==> config.mk <==
export PLATFORM = sky130hd
export DESIGN_NAME = store_buffer
export DESIGN_NICKNAME = d
export VERILOG_FILES = /design/src/rtl/store_buffer.sv
export SDC_FILE = /design/constraint.sdc
export NUM_CORES = 1
export LEC_CHECK = 0
export CAP_MARGIN = 20
export CORE_UTILIZATION = 35
export DETAILED_ROUTE_END_ITERATION = 8
export SYNTH_ARGS = -nofsm -noshare
export SYNTH_HDL_FRONTEND = slang
export SYNTH_SLANG_ARGS = --single-unit
==> constraint.sdc <==
create_clock -name clk -period 7.4 [get_ports clk]
set_clock_uncertainty 0.15 [all_clocks]
set_input_delay 1.48 -clock clk [delete_from_list [all_inputs] [get_ports clk]]
set_output_delay 1.48 -clock clk [all_outputs]
set_load 0.01 [all_outputs]
==> src/rtl/store_buffer.sv <==
// rtl/store_buffer.sv - posted-write store buffer with in-order bus drain and load forwarding
module store_buffer #(
  parameter int DEPTH  = 4,
  parameter int DATA_W = 32
) (
  input  logic                         clk,
  input  logic                         rst,
  input  logic                         we_mem_out,
  input  logic [DATA_W-1:0]            data_addr,
  input  logic [DATA_W-1:0]            write_data,
  output logic                         stall,
  input  logic [DATA_W-1:0]            rd_addr,
  output logic                         fwd_hit,
  output logic [DATA_W-1:0]            fwd_data,
  output logic                         bus_valid,
  output logic [DATA_W-1:0]            bus_addr,
  output logic [DATA_W-1:0]            bus_data,
  input  logic                         bus_ready,
  output logic [$clog2(DEPTH+1)-1:0]   count,
  output logic                         empty
);

  localparam int PW = $clog2(DEPTH);
  localparam int CW = $clog2(DEPTH+1);
  localparam logic [CW-1:0] FULL = CW'(DEPTH);

  logic [DATA_W-1:0] addr_q [DEPTH];
  logic [DATA_W-1:0] data_q [DEPTH];
  logic [DEPTH-1:0]  valid_q;
  logic [PW-1:0]     wp_q, wp_d;
  logic [PW-1:0]     rp_q, rp_d;
  logic [CW-1:0]     count_q, count_d;
  logic              push, pop;
  logic [PW-1:0]     fwd_idx;

  assign stall     = (count_q == FULL);
  assign bus_valid = (count_q != '0);
  assign bus_addr  = addr_q[rp_q];
  assign bus_data  = data_q[rp_q];
  assign count     = count_q;
  assign empty     = (count_q == '0);

  assign push = we_mem_out && !stall;
  assign pop  = bus_valid && bus_ready;

  always_comb begin
    wp_d    = push ? wp_q + 1'b1 : wp_q;
    rp_d    = pop  ? rp_q + 1'b1 : rp_q;
    count_d = count_q;
    case ({push, pop})
      2'b10:   count_d = count_q + 1'b1;
      2'b01:   count_d = count_q - 1'b1;
      default: count_d = count_q;
    endcase
  end

  always_ff @(posedge clk or negedge rst) begin
    if (!rst) begin
      for (int i = 0; i < DEPTH; i++) begin
        addr_q[i] <= '0;
        data_q[i] <= '0;
      end
      valid_q <= '0;
      wp_q    <= '0;
      rp_q    <= '0;
      count_q <= '0;
    end else begin
      // a push never targets the popped slot: full blocks push, empty blocks pop
      if (pop) begin
        valid_q[rp_q] <= 1'b0;
      end
      if (push) begin
        addr_q[wp_q]  <= data_addr;
        data_q[wp_q]  <= write_data;
        valid_q[wp_q] <= 1'b1;
      end
      wp_q    <= wp_d;
      rp_q    <= rp_d;
      count_q <= count_d;
    end
  end

  // walk oldest to youngest so the last match left standing is the newest store
  always_comb begin
    fwd_hit  = 1'b0;
    fwd_data = '0;
    fwd_idx  = rp_q;
    for (int k = 0; k < DEPTH; k++) begin
      fwd_idx = rp_q + PW'(k);
      if (valid_q[fwd_idx] && (addr_q[fwd_idx][DATA_W-1:2] == rd_addr[DATA_W-1:2])) begin
        fwd_hit  = 1'b1;
        fwd_data = data_q[fwd_idx];
      end
    end
  end

endmodule
==> run metrics <==
status=completed; minimum clock period=~7100 ps; syn nets=about 1600; P per Cell Area=~560 mW/mm^2; CTS resizes=0; Synthesis Warnings=0; postcts setup bufs=0; Leak=roughly 9 nW; fmax=around 140 MHz; share of cells above drive strength 1=0.3852; Overall Global Routing Usage=0.2033; Async SR Flop Fraction=1.000; Comb power frac=0.617; Slew @ Worst Pin=between 1000 and 1500 ps; cts hold-fix bufs=0; worst-path maximum fanout=36; Hold Crit Depth=1; initial core utilization=0.3549; grt total ovfl=0; register area share after synthesis=0.3417; first-pass GRT wire length=87.08 mm; slowest stage delay, CP=about 750 ps; number of synthesized flops with an enable pin=0; Critical-path top delay cell=a2111oi_0; Slew HR=0.3088; max-slew violations=0; cells on worst reg2reg path=6; worst path cell trace=inv_1 > ha_4 > mux4_2 > xor2_1 > a2111oi_0 > nand3_1 > nor3_2 > buf_4 > o21ai_4 > buf_12 > o221ai_2 > o21a_1 > clkdlybuf4s50_1; CP required=5770 ps; Die Ht=between 200 and 250 um; clock network power share=0.147; DR iter-0 viols=a little over 1000; Crit. End Element=output pin; startpoint types=flip-flop; Core Rows=86; Commonest cells post-synth=dfrtp_1 (267), mux2_2 (261), mux4_2 (205); RSZ-0062 raised after global routing=no; Synth Instances=between 1000 and 1500; Flop pwr share=0.237; root buffer cell=clkbuf_16; syn avg cell area=13.58 um^2; Die Area=around 0.057 mm^2; synthesis-stage register bit count=267; hold crit path type=flip-flop to flip-flop; CTS Sinks=about 270; placed cells=approximately 2300; sw power=0.005293 W; fin crit share=0.9597; final hold vios=0; pin count of the biggest net entering global routing=~150; drt total wl=around 57 mm; share of the synthesized area in the top cell type=0.3417; detailed placement HPWL=slightly below 40 mm; initial antenna violation count=3; vias in the first global route=13964; Die Width=~240 um; count of different cell masters after synthesis=60; Netlist Area Pre-Place=roughly 0.02 mm^2; detail-routed via count per cell=roughly 5.8; Routability Congestion=between 0.9 and 1; post-synth top area cell=dfrtp_1; WL per Instance=approximately 24 um; final setup vio count=0; prevailing post-synth register cell=dfrtp_1; latest clock arrival within the worst-skew pair=540 ps; final setup TNS=0 ps; max_cap viols=0; TritonCTS buffer count=35; Boundary Pins=a little over 200; reg-to-reg slack, setup=between 4000 and 5000 ps; synth top area cells=dfrtp_1 (34%), mux4_2 (24%), mux2_2 (15%), mux2i_1 (6.7%), xnor2_1 (3.7%); top-count cell post-synth=dfrtp_1; Detail Route Antenna Nets=0; Final Net Count=1695; htree depth=2; WP data arrival=around 5500 ps; kind of critical path=flip-flop to output pin; clock buffer depth=3; VDD IR max=roughly 0.25 mV; DRC violation count after routing=0; CTS clk-pin slew, worst paths=around 60 ps; TritonCTS clock tree=done; Int Power=about 0.0079 W; Final Instance Count excl. Fillers=between 2000 and 2500; vias=13582; area growth from synthesis to layout=20.58%; Placeable Area=0.05509 mm^2; DRT Pass-1 Iters=6; IO buf count=200; switch share=0.4006
[power groups by stage]
stage | registers (W) | logic (W) | clock network (W)
finish | 0.00313 | 0.00815 | 0.00194
global route | 0.00326 | 0.00868 | 0.00205
CTS | 0.00310 | 0.00818 | 0.00199
detailed placement | 0.00313 | 0.00814 | 0
global placement | 0.00303 | 0.00806 | 0
floorplan | 0.00281 | 0.00603 | 0
[state kept, by name (all words and copies together), names as in the netlist]
name / count
valid_q: 4
wp_q: 2
data_q: 128
count: 3
rp_q: 2
addr_q: 128
[critical path, delay by kind of cell (launching register included)]
kind,cells,cell delay [ps]
AO/OA/AOI/OAI,4,1220
buffers and inverters,4,1170
AND/OR/NAND/NOR,2,630
multiplexers,1,590
adder cells (fa/ha/maj),1,570
flip-flops,1,480
XOR/XNOR,1,200
[worst paths after layout]
path,from,to
max reg2reg,count[1],addr_q[18]
min,addr_q[65],addr_q[65]
max,rp_q[1],fwd_data[14]
max in group asynchronous,rst,rp_q[1]
min in group asynchronous,rst,addr_q[20]
min reg2reg,addr_q[65],addr_q[65]
[layout make-up]
cell class	instances	area, um^2
fillers	5151	31520
clock inverters	16	294.0
flip-flops and latches	267	6689
inverters	44	165.2
diodes	2	5.005
clock buffers	48	1025
repair buffers	245	2427
well taps	748	935.9
multi-input cells	992	12030
[stage by stage]
stage / worst slack, ps / hold slack, ps / instance area (um^2) / power [W] / util
finish: 298.1 / 354.1 / 23580 / 0.01321 / 0.4279
global route: 59.76 / 364.1 / 23570 / 0.01399 / 0.4279
CTS: 128.3 / 356.9 / 23540 / 0.01328 / 0.4273
detailed placement: 403.1 / 343.5 / 22220 / 0.01126 / 0.4034
global placement: 405.3 / 335.0 / 22220 / 0.01109 / 0.4034
floorplan: 1213 / 323.9 / 19550 / 0.008838 / -
[cells in the final DEF, fill, tap and decap left out, types with 5 or more instances in the layout]
master	netlist	routed
o221ai_2	30	30
nand2_1	39	35
mux2_2	261	261
nor2b_1	5	5
nand3_1	12	11
ha_1	9	8
mux4_2	205	205
dfrtp_1	267	265
o21ai_0	26	26
clkbuf_8	0	10
o22ai_1	5	5
buf_4	10	39
nor2_1	12	12
nand4_1	17	17
a22oi_1	9	9
xor2_1	31	31
nor4_1	5	5
inv_1	44	44
xnor2_1	83	83
clkdlybuf4s50_1	0	199
clkbuf_16	0	35
mux2i_1	131	131
a21oi_1	14	14
o211ai_1	5	5
o21a_1	31	31
bufinv_16	0	8
buf_12	2	5
[logic make-up (layout without fill, tap and decap cells)]
logic type | count (synthesis) | count (layout) | synth area share
XOR/XNOR | 114 | 114 | 0.05107
flip-flops | 267 | 267 | 0.3417
adder cells (fa/ha/maj) | 10 | 10 | 0.006784
buffers and inverters | 181 | 353 | 0.04633
multiplexers | 598 | 598 | 0.4542
AND/OR/NAND/NOR | 114 | 114 | 0.03085
AO/OA/AOI/OAI | 156 | 156 | 0.06899
other | 0 | 2 | 0
[routing by layer]
layer  GRT usage  up-vias  part of all wire
li1            -     5915                 -
met1      0.2680     7127              0.42
met2      0.3244      424              0.47
met3     0.04755      114             0.066
met4     0.07712        2             0.035
met5           0        -           0.00023
Power figures use the tool's default switching activity.
